File: src/rtl/spart_pkg.sv
// Shared types and helpers for the SPART transmit/receive paths.
package spart_pkg;

   typedef enum logic [2:0] {IDLE, START, DATA, PARITY, STOP} tx_state_t;

   localparam int unsigned MAX_DATA_BITS = 9;

   function automatic int unsigned sub_cnt_w(input int unsigned oversample);
      return (oversample < 2) ? 1 : $clog2(oversample);
   endfunction

   function automatic int unsigned bit_cnt_w(input int unsigned data_bits);
      return (data_bits < 2) ? 1 : $clog2(data_bits);
   endfunction

   function automatic int unsigned ptr_w(input int unsigned depth);
      return (depth < 2) ? 1 : $clog2(depth);
   endfunction

   // Zero padding above the real data bits leaves the XOR unchanged.
   function automatic logic calc_parity(input logic [MAX_DATA_BITS-1:0] data, input logic odd);
      return odd ? ~^data : ^data;
   endfunction

endpackage

File: src/rtl/spart_fifo.sv
// Small synchronous FIFO with occupancy count; shared by the SPART tx and rx paths.
module spart_fifo #(
   parameter int unsigned WIDTH = 8,
   parameter int unsigned DEPTH = 4
) (
   input  logic                     clk,
   input  logic                     rst_n,
   input  logic                     push,
   input  logic [WIDTH-1:0]         push_data,
   input  logic                     pop,
   output logic [WIDTH-1:0]         pop_data,
   output logic                     full,
   output logic                     empty,
   output logic [$clog2(DEPTH):0]   count
);

   localparam int unsigned AW = $clog2(DEPTH);
   localparam int unsigned CW = AW + 1;

   logic [WIDTH-1:0] mem [DEPTH];
   logic [AW-1:0]    wr_ptr;
   logic [AW-1:0]    rd_ptr;
   logic             do_push;
   logic             do_pop;

   assign full     = (count == CW'(DEPTH));
   assign empty    = (count == '0);
   assign do_push  = push && !full;
   assign do_pop   = pop && !empty;
   assign pop_data = mem[rd_ptr];

   always_ff @(posedge clk) begin
      if (do_push) mem[wr_ptr] <= push_data;
   end

   // Pointers are exactly log2(DEPTH) wide, so they wrap on their own.
   always_ff @(posedge clk or negedge rst_n) begin
      if (!rst_n) begin
         wr_ptr <= '0;
         rd_ptr <= '0;
         count  <= '0;
      end else begin
         if (do_push) wr_ptr <= wr_ptr + AW'(1);
         if (do_pop)  rd_ptr <= rd_ptr + AW'(1);
         if (do_push && !do_pop)      count <= count + CW'(1);
         else if (!do_push && do_pop) count <= count - CW'(1);
      end
   end

endmodule

File: src/rtl/spart_tx_fifo.sv
// SPART transmitter: FIFO-buffered asynchronous serialiser timed by an oversampled baud strobe.
module spart_tx_fifo
   import spart_pkg::*;
#(
   parameter int unsigned DATA_BITS  = 8,
   parameter int unsigned OVERSAMPLE = 16,
   parameter int unsigned FIFO_DEPTH = 4,
   parameter int unsigned PARITY_EN  = 0,
   parameter int unsigned PARITY_ODD = 0,
   parameter int unsigned STOP_BITS  = 1
) (
   input  logic                          clk,
   input  logic                          rst_n,
   input  logic                          enable,
   input  logic                          wr_en,
   input  logic [DATA_BITS-1:0]          wr_data,
   output logic                          full,
   output logic                          tbr,
   output logic                          tx_idle,
   output logic [$clog2(FIFO_DEPTH):0]   fifo_count,
   output logic                          overflow,
   input  logic                          ovf_clr,
   output logic                          tx
);

   localparam int unsigned SW = sub_cnt_w(OVERSAMPLE);
   localparam int unsigned BW = bit_cnt_w(DATA_BITS);

   tx_state_t                state;
   logic [SW-1:0]            sub_cnt;
   logic [BW-1:0]            bit_cnt;
   logic [DATA_BITS-1:0]     shreg;
   logic                     par_bit;
   logic [DATA_BITS-1:0]     head;
   logic [MAX_DATA_BITS-1:0] head_pad;
   logic                     head_par;
   logic                     empty;
   logic                     pop;
   logic                     bit_end;
   logic                     last_stop;

   spart_fifo #(
      .WIDTH (DATA_BITS),
      .DEPTH (FIFO_DEPTH)
   ) u_fifo (
      .clk       (clk),
      .rst_n     (rst_n),
      .push      (wr_en),
      .push_data (wr_data),
      .pop       (pop),
      .pop_data  (head),
      .full      (full),
      .empty     (empty),
      .count     (fifo_count)
   );

   always_comb begin
      head_pad = '0;
      head_pad[DATA_BITS-1:0] = head;
   end

   assign head_par  = calc_parity(head_pad, PARITY_ODD != 0);
   assign bit_end   = enable && (sub_cnt == SW'(OVERSAMPLE - 1));
   assign last_stop = bit_end && (bit_cnt == BW'(STOP_BITS - 1));
   // Pop from IDLE, or at the end of the last stop bit so frames run back-to-back.
   assign pop       = !empty && ((state == IDLE) || ((state == STOP) && last_stop));
   assign tbr       = !full;
   assign tx_idle   = empty && (state == IDLE);

   // tx is registered from the next state, so it always reflects the bit being sent.
   always_ff @(posedge clk or negedge rst_n) begin
      if (!rst_n) begin
         state   <= IDLE;
         sub_cnt <= '0;
         bit_cnt <= '0;
         shreg   <= '0;
         par_bit <= 1'b0;
         tx      <= 1'b1;
      end else begin
         if (enable && (state != IDLE)) sub_cnt <= bit_end ? '0 : sub_cnt + SW'(1);
         unique case (state)
            IDLE: begin
               if (pop) begin
                  shreg   <= head;
                  par_bit <= head_par;
                  state   <= START;
                  tx      <= 1'b0;
               end
            end
            START: begin
               if (bit_end) begin
                  state   <= DATA;
                  bit_cnt <= '0;
                  tx      <= shreg[0];
               end
            end
            DATA: begin
               if (bit_end) begin
                  shreg <= shreg >> 1;
                  if (bit_cnt == BW'(DATA_BITS - 1)) begin
                     bit_cnt <= '0;
                     state   <= (PARITY_EN != 0) ? PARITY : STOP;
                     tx      <= (PARITY_EN != 0) ? par_bit : 1'b1;
                  end else begin
                     bit_cnt <= bit_cnt + BW'(1);
                     tx      <= shreg[1];
                  end
               end
            end
            PARITY: begin
               if (bit_end) begin
                  bit_cnt <= '0;
                  state   <= STOP;
                  tx      <= 1'b1;
               end
            end
            STOP: begin
               if (bit_end) begin
                  if (last_stop) begin
                     bit_cnt <= '0;
                     if (pop) begin
                        shreg   <= head;
                        par_bit <= head_par;
                        state   <= START;
                        tx      <= 1'b0;
                     end else begin
                        state <= IDLE;
                        tx    <= 1'b1;
                     end
                  end else begin
                     bit_cnt <= bit_cnt + BW'(1);
                  end
               end
            end
            default: begin
               state <= IDLE;
               tx    <= 1'b1;
            end
         endcase
      end
   end

   always_ff @(posedge clk or negedge rst_n) begin
      if (!rst_n)                overflow <= 1'b0;
      else if (wr_en && full)    overflow <= 1'b1;
      else if (ovf_clr)          overflow <= 1'b0;
   end

endmodule

File: config.mk
export PLATFORM = sky130hd
export DESIGN_NAME = spart_tx_fifo
export DESIGN_NICKNAME = d
export VERILOG_FILES = /design/src/rtl/spart_pkg.sv /design/src/rtl/spart_fifo.sv /design/src/rtl/spart_tx_fifo.sv
export SDC_FILE = /design/constraint.sdc
export NUM_CORES = 1
export LEC_CHECK = 0
export CORE_UTILIZATION = 55
export DETAILED_ROUTE_END_ITERATION = 8
export DONT_BUFFER_PORTS = 1
export PLACE_DENSITY = 0.73
export REMOVE_ABC_BUFFERS = 1
export SLEW_MARGIN = 30
export SYNTH_ARGS = -nofsm -noshare
export SYNTH_HDL_FRONTEND = slang
export SYNTH_HIERARCHICAL = 1
export SYNTH_SLANG_ARGS = --single-unit
File: constraint.sdc
create_clock -name clk -period 2.4 [get_ports clk]
set_input_delay 0.36 -clock clk [delete_from_list [all_inputs] [get_ports clk]]
set_output_delay 0.36 -clock clk [all_outputs]
set_load 0.02 [all_outputs]
==> run_results.csv, run 1 <==
group,metric,value,unit
status,outcome,"complete, but fails checks",
status,violations,"negative setup slack",
floorplanning,dieHeight,73.2,um
power_and_ir_drop,netSwitchingPower,1.40,mW
critical_path,rr_worst_depth,9,
timing,post-route-period-util,100,%
grt,gr-usage-all-layers,21.7,%
final_layout,drive_gt1_share,35.1,%
timing,layout_setup_ws,-4.27,ps
placed_design,place.gp.congestion,0.814,
floorplanning,coreArea,4790,sq um
timing,drv_slew,0,
grt,gr-total-overflow,0,
critical_path,worst_setup_path_start_kind,"register",
synthesis,synthDistinctLibCells,51,
final_layout,final_common_cell,"edfxtp_1",
hold_path,holdPathStages,0,
power_and_ir_drop,max-vdd-ir-drop,0.000681,V
floorplanning,initial_core_util,58.3,%
synthesis,netlist_area,2790,sq um
synthesis,syn_inst,191,
clocking,cts.htree.levels,3,
timing,skew,4.72,ps
job,cap_violations,0,
synthesis,synth_edf_count,32,
detailed_routing,drt_pass1_iterations,5,
final_layout,stdcell_area,3250,sq um
hold_path,min_path_type,"in -> reg",
detailed_routing,via_count,1637,
critical_path,worstReg2RegEnd,"u_fifo/count[1]",
placed_design,place_area,2960,sq um
final_layout,area_growth,16.6,%
detailed_routing,drt_iter0_markers,126,
grt,grt_pass1_vias,1724,
grt,grt_pass1_wl,8320,um
detailed_routing,route.detailed.drc,0,
timing,finalHoldViolCount,0,
final_layout,n_antenna_cell,0,
floorplanning,die_w,73.2,um
power_and_ir_drop,power_leakage,1.27,nW
synthesis,async_flop_share,45.8,%
grt,grt_max_degree,28,
detailed_routing,routedWlPerCell,17.9,um
timing,fin_setup_tns,-4.27,ps
final_layout,final_core_util,67.9,%
final_layout,fillers,338,
timing,min_period,2400,ps
critical_path,critPathArrivalTime,2620,ps
power_and_ir_drop,p_int,2.85,mW
hold_path,worstHoldStart,"wr_data[1]",
clocking,cts_buffers,9,
floorplanning,rows,25,
detailed_routing,avgViaCountPerCell,5.66,
critical_path,worst_setup_path_end_kind,"register",
critical_path,r2r_start,"sub_cnt[1]",
placed_design,hpwl,3440,um
clocking,cts-root-buf,"clkbuf_8",
synthesis,synth_seq_area_share,58.7,%
detailed_routing,routed_wl,5170,um
clocking,clk_latency,330,ps
clocking,cts.sinks,59,
hold_path,holdPathEnd,"u_fifo/mem[1][1]",
synthesis,ys.flop_type,"edfxtp_1",
floorplanning,io_pins,21,
placed_design,place.port_buffers,0,
synthesis,ys_warn_count,6,
synthesis,ys_ff_latch,59,
timing,max_freq,416,MHz
power_and_ir_drop,power_density,1310,nW/um^2
timing,slew_headroom,63.3,%
critical_path,ff2ff_setup_slack,-4,ps
final_layout,nNetsFinal,240,
clocking,cts_buffer_depth,2,
detailed_routing,ant_nets,0,
power_and_ir_drop,seqPwrFrac,39.3,%
timing,tightestPinTransition,551,ps
timing,setup_viol,1,
floorplanning,die_area,5360,sq um
power_and_ir_drop,combPwrFrac,37.1,%
power_and_ir_drop,p_sw_share,32.9,%
critical_path,path_max_fanout,3,
synthesis,syn_area_per_cell,14.6,sq um
clocking,clkTransAtPathRegs,70,ps
critical_path,critical_path_class,"reg -> reg",
critical_path,worstPathRequired,2610,ps
grt,antenna_found_initial,0,
final_layout,layout_common_cells,"edfxtp_1 (32), dfrtp_1 (26), buf_4 (21), inv_1 (10), clkbuf_8 (9)",
timing,rsz0062_at_grt,"yes",
clocking,cts_tree,"built",
power_and_ir_drop,clkPwrFrac,23.6,%
==> Yosys cell counts, types with 2 or more instances <==
master	instances	area (sq um)
a21oi_1	5	25.0
mux2_4	8	120
or3_1	3	18.8
a221o_1	2	20.0
a21boi_1	2	15.0
xor2_1	2	17.5
ha_1	9	113
buf_2	2	10.0
buf_6	3	33.8
nor2_1	8	30.0
clkbuf_1	3	11.3
mux2_2	8	90.1
nand3_1	2	10.0
nand3b_1	2	15.0
edfxtp_1	32	961
nand2_1	5	18.8
mux4_2	8	180
and2_2	4	30.0
xnor2_1	5	43.8
o31ai_1	2	15.0
o21ai_1	6	30.0
o21ai_0	2	10.0
nor3_1	4	20.0
inv_1	12	45.0
dfrtp_1	26	651
==> per-stage QoR <==
stage	cells	setup slack, ps	power, mW	hold WS, ps
final	289	-4.27	4.25	124
after global routing	289	-97.8	4.47	107
after CTS	287	0.303	4.23	112
after detailed placement	269	-52.4	3.19	65.1
after global placement	269	53.9	3.09	65.3
after floorplan	183	-203	2.72	64.4
==> critical path: stages, from the launching register on <==
cell and delay [ps]:
dfrtp_1 360, ha_2 200, nand4_2 110, or3_4 410, a21boi_4 190, nand2b_1 100
ha_2 200, inv_2 60, fa_1 390, mux2_2 270
==> cell families after synthesis <==
kind of cell	count (synthesis)	synth area share (%)
xor+xnor	7	2.20
compound gates	28	6.69
mux	26	14.8
fa+ha+maj	10	4.76
flops	59	58.7
buf+inv	20	3.59
simple gates	41	9.29
==> timing repair <==
item                                    CTS  global route
hold buffers                              2             0
endpoints found under the hold margin    27             0
endpoints found under the setup margin    1             2
resized for setup                         2             5
pin swaps                                 1             4
buffers inserted                          0             2
==> registers in the layout, summed over array words and instances, names as in the netlist <==
signal	count
tx	1
u_fifo/rd_ptr	2
sub_cnt	4
bit_cnt	3
state	3
u_fifo/count	3
shreg	8
u_fifo/mem	32
u_fifo/wr_ptr	2
overflow	1
==> layer usage <==
layer | GRT usage, % | wire length (um) | up-vias
li1 | - | - | 765
met1 | 24.7 | 2110 | 822
met2 | 38.5 | 2750 | 38
met3 | 5.80 | 225 | 12
met4 | 8.93 | 88 | 0
met5 | 0 | 0 | -
==> worst max-delay path by stage <==
stage | start | slack [ps] | cells after the start | to
final | sub_cnt[1] | -4 | 9 | u_fifo/count[1]
after floorplan | sub_cnt[0] | -200 | 9 | u_fifo/count[1]
after global placement | bit_cnt[0] | 50 | 10 | u_fifo/count[1]
after CTS | bit_cnt[1] | 0.3 | 10 | u_fifo/count[1]
after detailed placement | bit_cnt[1] | -50 | 10 | u_fifo/count[1]
after global routing | sub_cnt[1] | -100 | 9 | u_fifo/count[1]
==> cell type report <==
class / instances / area, sq um / share of cell area (%)
inverters: 12 / 45.0 / 1.39
well taps: 67 / 83.8 / 2.58
repair buffers: 23 / 188 / 5.77
clock inverters: 7 / 101 / 3.12
multi-input cells: 112 / 1070 / 33.0
flip-flops and latches: 59 / 1640 / 50.4
clock buffers: 9 / 124 / 3.81
==> power by group through the flow <==
stage | combinational (mW) | clock [mW] | sequential (mW)
final | 1.58 | 1.00 | 1.67
after CTS | 1.54 | 1.01 | 1.67
after floorplan | 1.01 | 0 | 1.71
after global placement | 1.44 | 0 | 1.65
after global routing | 1.71 | 1.05 | 1.71
after detailed placement | 1.51 | 0 | 1.68
No activity file was read; power rests on OpenSTA's default activity.
==> run 2, diff against run 1 <==
--- a/config.mk
+++ b/config.mk
@@ -8,8 +8,9 @@
 export CORE_UTILIZATION = 55
 export DETAILED_ROUTE_END_ITERATION = 8
 export DONT_BUFFER_PORTS = 1
-export PLACE_DENSITY = 0.73
+export PLACE_DENSITY_LB_ADDON = 0.2
 export REMOVE_ABC_BUFFERS = 1
+export SKIP_LAST_GASP = 1
 export SLEW_MARGIN = 30
 export SYNTH_ARGS = -nofsm -noshare
 export SYNTH_HDL_FRONTEND = slang
==> run 2 against run 1 <==
Effect of this change: routed wire length is 1.9% higher; final cell count is 1.0% higher; combinational power is 4% higher; the flow now finishes without violations; non-clock buffer count is 3 higher; clock power is 8% higher; critical endpoint unchanged; power is 3.5% higher.
==> run_results.csv, run 2 (synthesis results as in run 1) <==
group,metric,value,unit
placed_design,place.port_buffers,0,
detailed_routing,avgViaCountPerCell,5.75,
final_layout,stdcell_area,3310,sq um
timing,min_period,2380,ps
critical_path,r2r_start,"sub_cnt[1]",
job,cap_violations,0,
critical_path,worstReg2RegEnd,"u_fifo/count[1]",
final_layout,register_area,1640,sq um
floorplanning,dieHeight,73.2,um
clocking,cts_buffers,9,
timing,layout_setup_ws,18.1,ps
timing,slew_headroom,64.6,%
timing,setup_viol,0,
timing,max_freq,420,MHz
critical_path,ff2ff_setup_slack,20,ps
critical_path,critical_path_buf_inv_count,1,
final_layout,largest_reg_flops,32,
critical_path,critPathMaxStageDelay,410,ps
critical_path,critical_path_class,"reg -> reg",
critical_path,crit_slowest_cell,"dfrtp_1",
grt,gr-total-overflow,0,
detailed_routing,drt_iter0_markers,157,
floorplanning,die_w,73.2,um
floorplanning,initial_core_util,58.3,%
detailed_routing,routedWlPerCell,18.0,um
critical_path,worst_setup_path_end_kind,"register",
placed_design,place.gp.congestion,0.880,
clocking,cts_buffer_depth,2,
floorplanning,io_pins,21,
critical_path,rr_worst_depth,9,
final_layout,area_growth,18.6,%
clocking,clkTransAtPathRegs,70,ps
timing,tightestPinTransition,531,ps
final_layout,layout_common_cells,"edfxtp_1 (32), dfrtp_1 (26), buf_4 (24), mux2_4 (9), clkbuf_8 (9)",
grt,grt_max_degree,28,
timing,drv_slew,0,
detailed_routing,routed_wl,5270,um
hold_path,min_path_type,"in -> reg",
floorplanning,rows,25,
hold_path,holdPathEnd,"u_fifo/mem[0][3]",
floorplanning,die_area,5360,sq um
power_and_ir_drop,max-vdd-ir-drop,0.000878,V
critical_path,path_cells,"ha_4, nand4_2, or3_4, a21boi_2, nand2b_1, ha_2, inv_2, fa_1, mux2_4",
critical_path,path_max_fanout,2,
detailed_routing,via_count,1680,
hold_path,worstHoldStart,"wr_data[3]",
final_layout,final_common_cell,"edfxtp_1",
detailed_routing,ant_nets,0,
final_layout,reg.largest.list,"u_fifo/mem x32, shreg x8, sub_cnt x4",
detailed_routing,route.detailed.drc,0,
clocking,cts.htree.levels,3,
final_layout,multiInputGateArea,1090,sq um
final_layout,layoutNonFillerInstCount,292,
timing,finalHoldViolCount,0,
hold_path,holdPathStages,0,
clocking,cts-root-buf,"clkbuf_8",
grt,grt_pass1_wl,8360,um
detailed_routing,drt_pass1_iterations,4,
grt,gr-usage-all-layers,22.0,%
critical_path,critPathArrivalTime,2610,ps
placed_design,place_area,2960,sq um
status,outcome,"completed",
timing,fin_setup_tns,0,ps
final_layout,top_register,"u_fifo/mem",
floorplanning,coreArea,4790,sq um
timing,post-route-period-util,99.2,%
clocking,clk_latency,340,ps
clocking,cts.sinks,59,
final_layout,nNetsFinal,243,
critical_path,worst_setup_path_start_kind,"register",
power_and_ir_drop,power_density,1330,nW/um^2
final_layout,n_antenna_cell,0,
placed_design,hpwl,3500,um
final_layout,fillers,308,
critical_path,path_delay_family,"adder cells",
clocking,cts_tree,"built",
placed_design,place_ws,-49.3,ps
grt,grt_pass1_vias,1771,
placed_design,dp_cells,269,
final_layout,drive_gt1_share,36.9,%
timing,skew,7.22,ps
timing,rsz0062_at_grt,"yes",
grt,antenna_found_initial,0,
critical_path,worstPathRequired,2630,ps
power_and_ir_drop,power_leakage,1.28,nW
-- run 2: what timing repair did --
| action | 4_1_cts | 5_1_grt |
|---|---|---|
| setup endpoints to repair | 1 | 2 |
| pin swaps | 0 | 3 |
| hold buffers | 2 | 0 |
| endpoints found under the hold margin | 27 | 0 |
| setup buffers | 1 | 4 |
| resized for setup | 3 | 9 |
-- run 2: metrics by stage --
stage	hold slack (ps)	utilization (%)	total power [mW]
finish	118	69.1	4.40
global route	100	69.1	4.64
CTS	101	67.9	4.33
detailed placement	65.1	61.9	3.20
global placement	65.1	61.9	3.09
floorplan	64.4	-	2.72
-- run 2: where the power goes --
group	internal (mW)	leakage [nW]	switching [mW]
combinational	0.897	0.564	0.753
clock	0.685	0.109	0.393
sequential	1.41	0.611	0.263
total	2.99	1.28	1.41
-- run 2: how the worst max path moves through the flow --
stage               start              end  cells past startpoint
2_1_floorplan  sub_cnt[0]  u_fifo/count[1]                      9
3_3_place_gp   sub_cnt[1]  u_fifo/count[1]                      9
3_5_place_dp   sub_cnt[1]  u_fifo/count[1]                      9
4_1_cts        bit_cnt[0]  u_fifo/count[1]                     10
5_1_grt        sub_cnt[1]  u_fifo/count[1]                      9
6_report       sub_cnt[1]  u_fifo/count[1]                      9
-- run 2: area by class of cell --
class                      count  area share (%)
clock buffer                   9            3.74
multi-input combinational    112            33.0
clock inverter                 7            3.52
inverter                      12            1.36
timing repair buffer          26            6.35
tap                           67            2.53
sequential                    59            49.5
-- run 2: per-layer routing --
layer	track usage, %	share of wire [%]
met4	12.9	2.5
met2	39.5	54
met3	5.39	4.5
met5	0	0
met1	23.4	39
==> run 3, diff against run 2 <==
--- a/config.mk
+++ b/config.mk
@@ -8,6 +8,7 @@
 export CORE_UTILIZATION = 55
 export DETAILED_ROUTE_END_ITERATION = 8
 export DONT_BUFFER_PORTS = 1
+export GPL_TIMING_DRIVEN = 0
 export PLACE_DENSITY_LB_ADDON = 0.2
 export REMOVE_ABC_BUFFERS = 1
 export SKIP_LAST_GASP = 1
==> run 3 against run 2 <==
Effect of this change: critical path type unchanged; sequential share of layout area grew 1.4 points; hold slack gained 15 ps; the run now ends with negative setup slack left; first-iteration DRC count down 15%; critical path depth increased by 1.
==> run_results.csv, run 3 (synthesis results as in run 1) <==
group,metric,value,unit
timing,post-route-period-util,101,%
detailed_routing,avgViaCountPerCell,5.62,
placed_design,place.port_buffers,0,
timing,min_period,2420,ps
floorplanning,initial_core_util,58.3,%
final_layout,layout_common_cells,"edfxtp_1 (32), dfrtp_1 (23), buf_4 (16), clkbuf_8 (9)",
final_layout,n_antenna_cell,0,
detailed_routing,drt_pass1_iterations,4,
detailed_routing,route.detailed.drc,0,
timing,hold_slack,133,ps
floorplanning,coreArea,4790,sq um
timing,tightestPinTransition,564,ps
detailed_routing,ant_nets,0,
floorplanning,io_pins,21,
clocking,cts_tree,"built",
power_and_ir_drop,netSwitchingPower,1.35,mW
status,outcome,"complete, but fails checks",
critical_path,path_delay_family,"adder cells",
detailed_routing,via_count,1595,
final_layout,drive_gt1_share,36.4,%
timing,setup_viol,1,
grt,grt_pass1_wl,7660,um
timing,layout_setup_ws,-19.3,ps
final_layout,nNetsFinal,235,
critical_path,crit_slowest_cell,"fa_2",
power_and_ir_drop,p_sw_share,33.2,%
clocking,cts.htree.levels,3,
power_and_ir_drop,power_leakage,1.22,nW
clocking,clkTransAtPathRegs,60,ps
timing,finalHoldViolCount,0,
critical_path,path_max_fanout,3,
hold_path,holdPathStages,0,
final_layout,largest_reg_flops,32,
power_and_ir_drop,max-vdd-ir-drop,0.000694,V
power_and_ir_drop,total_power,4.06,mW
hold_path,min_path_type,"in -> reg",
timing,slew_headroom,62.4,%
final_layout,reg.largest.list,"u_fifo/mem x32, shreg x8, sub_cnt x4",
placed_design,place_area,2820,sq um
critical_path,ff2ff_setup_slack,-20,ps
timing,drv_slew,0,
critical_path,cp_common_cell,"inv_2",
clocking,clk_latency,320,ps
final_layout,stdcell_area,3230,sq um
critical_path,critPathArrivalTime,2620,ps
clocking,cts_buffers,9,
detailed_routing,drt_iter0_markers,133,
job,cap_violations,0,
power_and_ir_drop,combPwrFrac,35.2,%
final_layout,area_growth,15.7,%
grt,antenna_found_initial,0,
floorplanning,die_w,73.2,um
grt,grt_max_degree,28,
detailed_routing,routedWlPerCell,16.6,um
critical_path,path_depth,10,
critical_path,worstPathRequired,2600,ps
grt,gr-total-overflow,0,
critical_path,critPathMaxStageDelay,410,ps
critical_path,critical_path_buf_inv_count,3,
floorplanning,rows,25,
critical_path,path_cells,"inv_2, ha_4, inv_2, or3_4, a21boi_4, nand2b_1, ha_2, inv_2, fa_2, mux2_2",
detailed_routing,routed_wl,4710,um
power_and_ir_drop,seqPwrFrac,44.6,%
timing,rsz0062_at_grt,"yes",
final_layout,fillers,351,
final_layout,register_area,1640,sq um
clocking,cts_buffer_depth,2,
critical_path,rr_worst_depth,10,
floorplanning,dieHeight,73.2,um
power_and_ir_drop,power_density,1260,nW/um^2
placed_design,place.gp.congestion,0.820,
placed_design,hpwl,3110,um
grt,grt_pass1_vias,1638,
critical_path,worst_setup_path_start_kind,"register",
clocking,cts-root-buf,"clkbuf_8",
power_and_ir_drop,p_int,2.71,mW
power_and_ir_drop,clkPwrFrac,20.2,%
status,violations,"negative setup slack",
critical_path,critical_path_class,"reg -> reg",
critical_path,worst_setup_path_end_kind,"register",
grt,gr-usage-all-layers,20.0,%
clocking,cts.sinks,59,
final_layout,multiInputGateArea,1120,sq um
final_layout,top_register,"u_fifo/mem",
final_layout,final_core_util,67.4,%
final_layout,final_common_cell,"edfxtp_1",
timing,max_freq,413,MHz
floorplanning,die_area,5360,sq um
timing,skew,10.1,ps
-- run 3: per-stage QoR --
stage | TNS, ps | cells | setup WS, ps
2_1_floorplan | -257 | 183 | -203
3_3_place_gp | -751 | 250 | -448
3_5_place_dp | -1160 | 250 | -592
4_1_cts | 0 | 276 | 10.9
5_1_grt | -119 | 284 | -65.2
6_report | -19.3 | 284 | -19.3
-- run 3: power by group through the flow --
| stage | Clock [mW] | Sequential (mW) | Combinational (mW) |
|---|---|---|---|
| after global placement | 0 | 1.78 | 1.13 |
| final | 0.821 | 1.81 | 1.43 |
| after detailed placement | 0 | 1.81 | 1.20 |
| after global routing | 0.878 | 1.86 | 1.55 |
| after floorplan | 0 | 1.71 | 1.01 |
| after CTS | 0.839 | 1.81 | 1.33 |
-- run 3: layout make-up --
cell class	instances	share of cell area, %
repair buffers	18	4.65
clock buffers	9	3.84
flip-flops and latches	59	50.9
well taps	67	2.60
inverters	12	1.40
clock inverters	7	1.82
multi-input cells	112	34.8
-- run 3: repair_timing --
| item | in CTS | in global routing |
|---|---|---|
| buffers inserted | 8 | 8 |
| resized for setup | 12 | 8 |
| pin swaps | 4 | 6 |
| hold buffers | 2 | 0 |
| setup endpoints to repair | 3 | 2 |
| endpoints found under the hold margin | 27 | 0 |
-- run 3: path summary, 6_finish.rpt --
check,startpoint,to
max reg2reg,bit_cnt[0],u_fifo/count[1]
max in group asynchronous,rst_n,tx
max,bit_cnt[0],u_fifo/count[1]
min reg2reg,shreg[2],shreg[2]
min,wr_data[7],u_fifo/mem[1][7]
min in group asynchronous,rst_n,bit_cnt[1]
-- run 3: worst reg2reg max path: cells and delay by family (launching register included) --
kind / cells / cell delay (ps)
adders and majority gates: 3 / 730
and+or+nand+nor: 2 / 490
DFF: 1 / 400
muxes: 1 / 280
buffers and inverters: 3 / 190
AOI/OAI and AO/OA: 1 / 190
-- run 3: routing by layer --
metal / global-route usage, % / part of all wire (%)
met5: 0 / 0
met2: 34.1 / 52
met3: 5.11 / 3.9
met4: 10.7 / 2.4
met1: 23.3 / 41
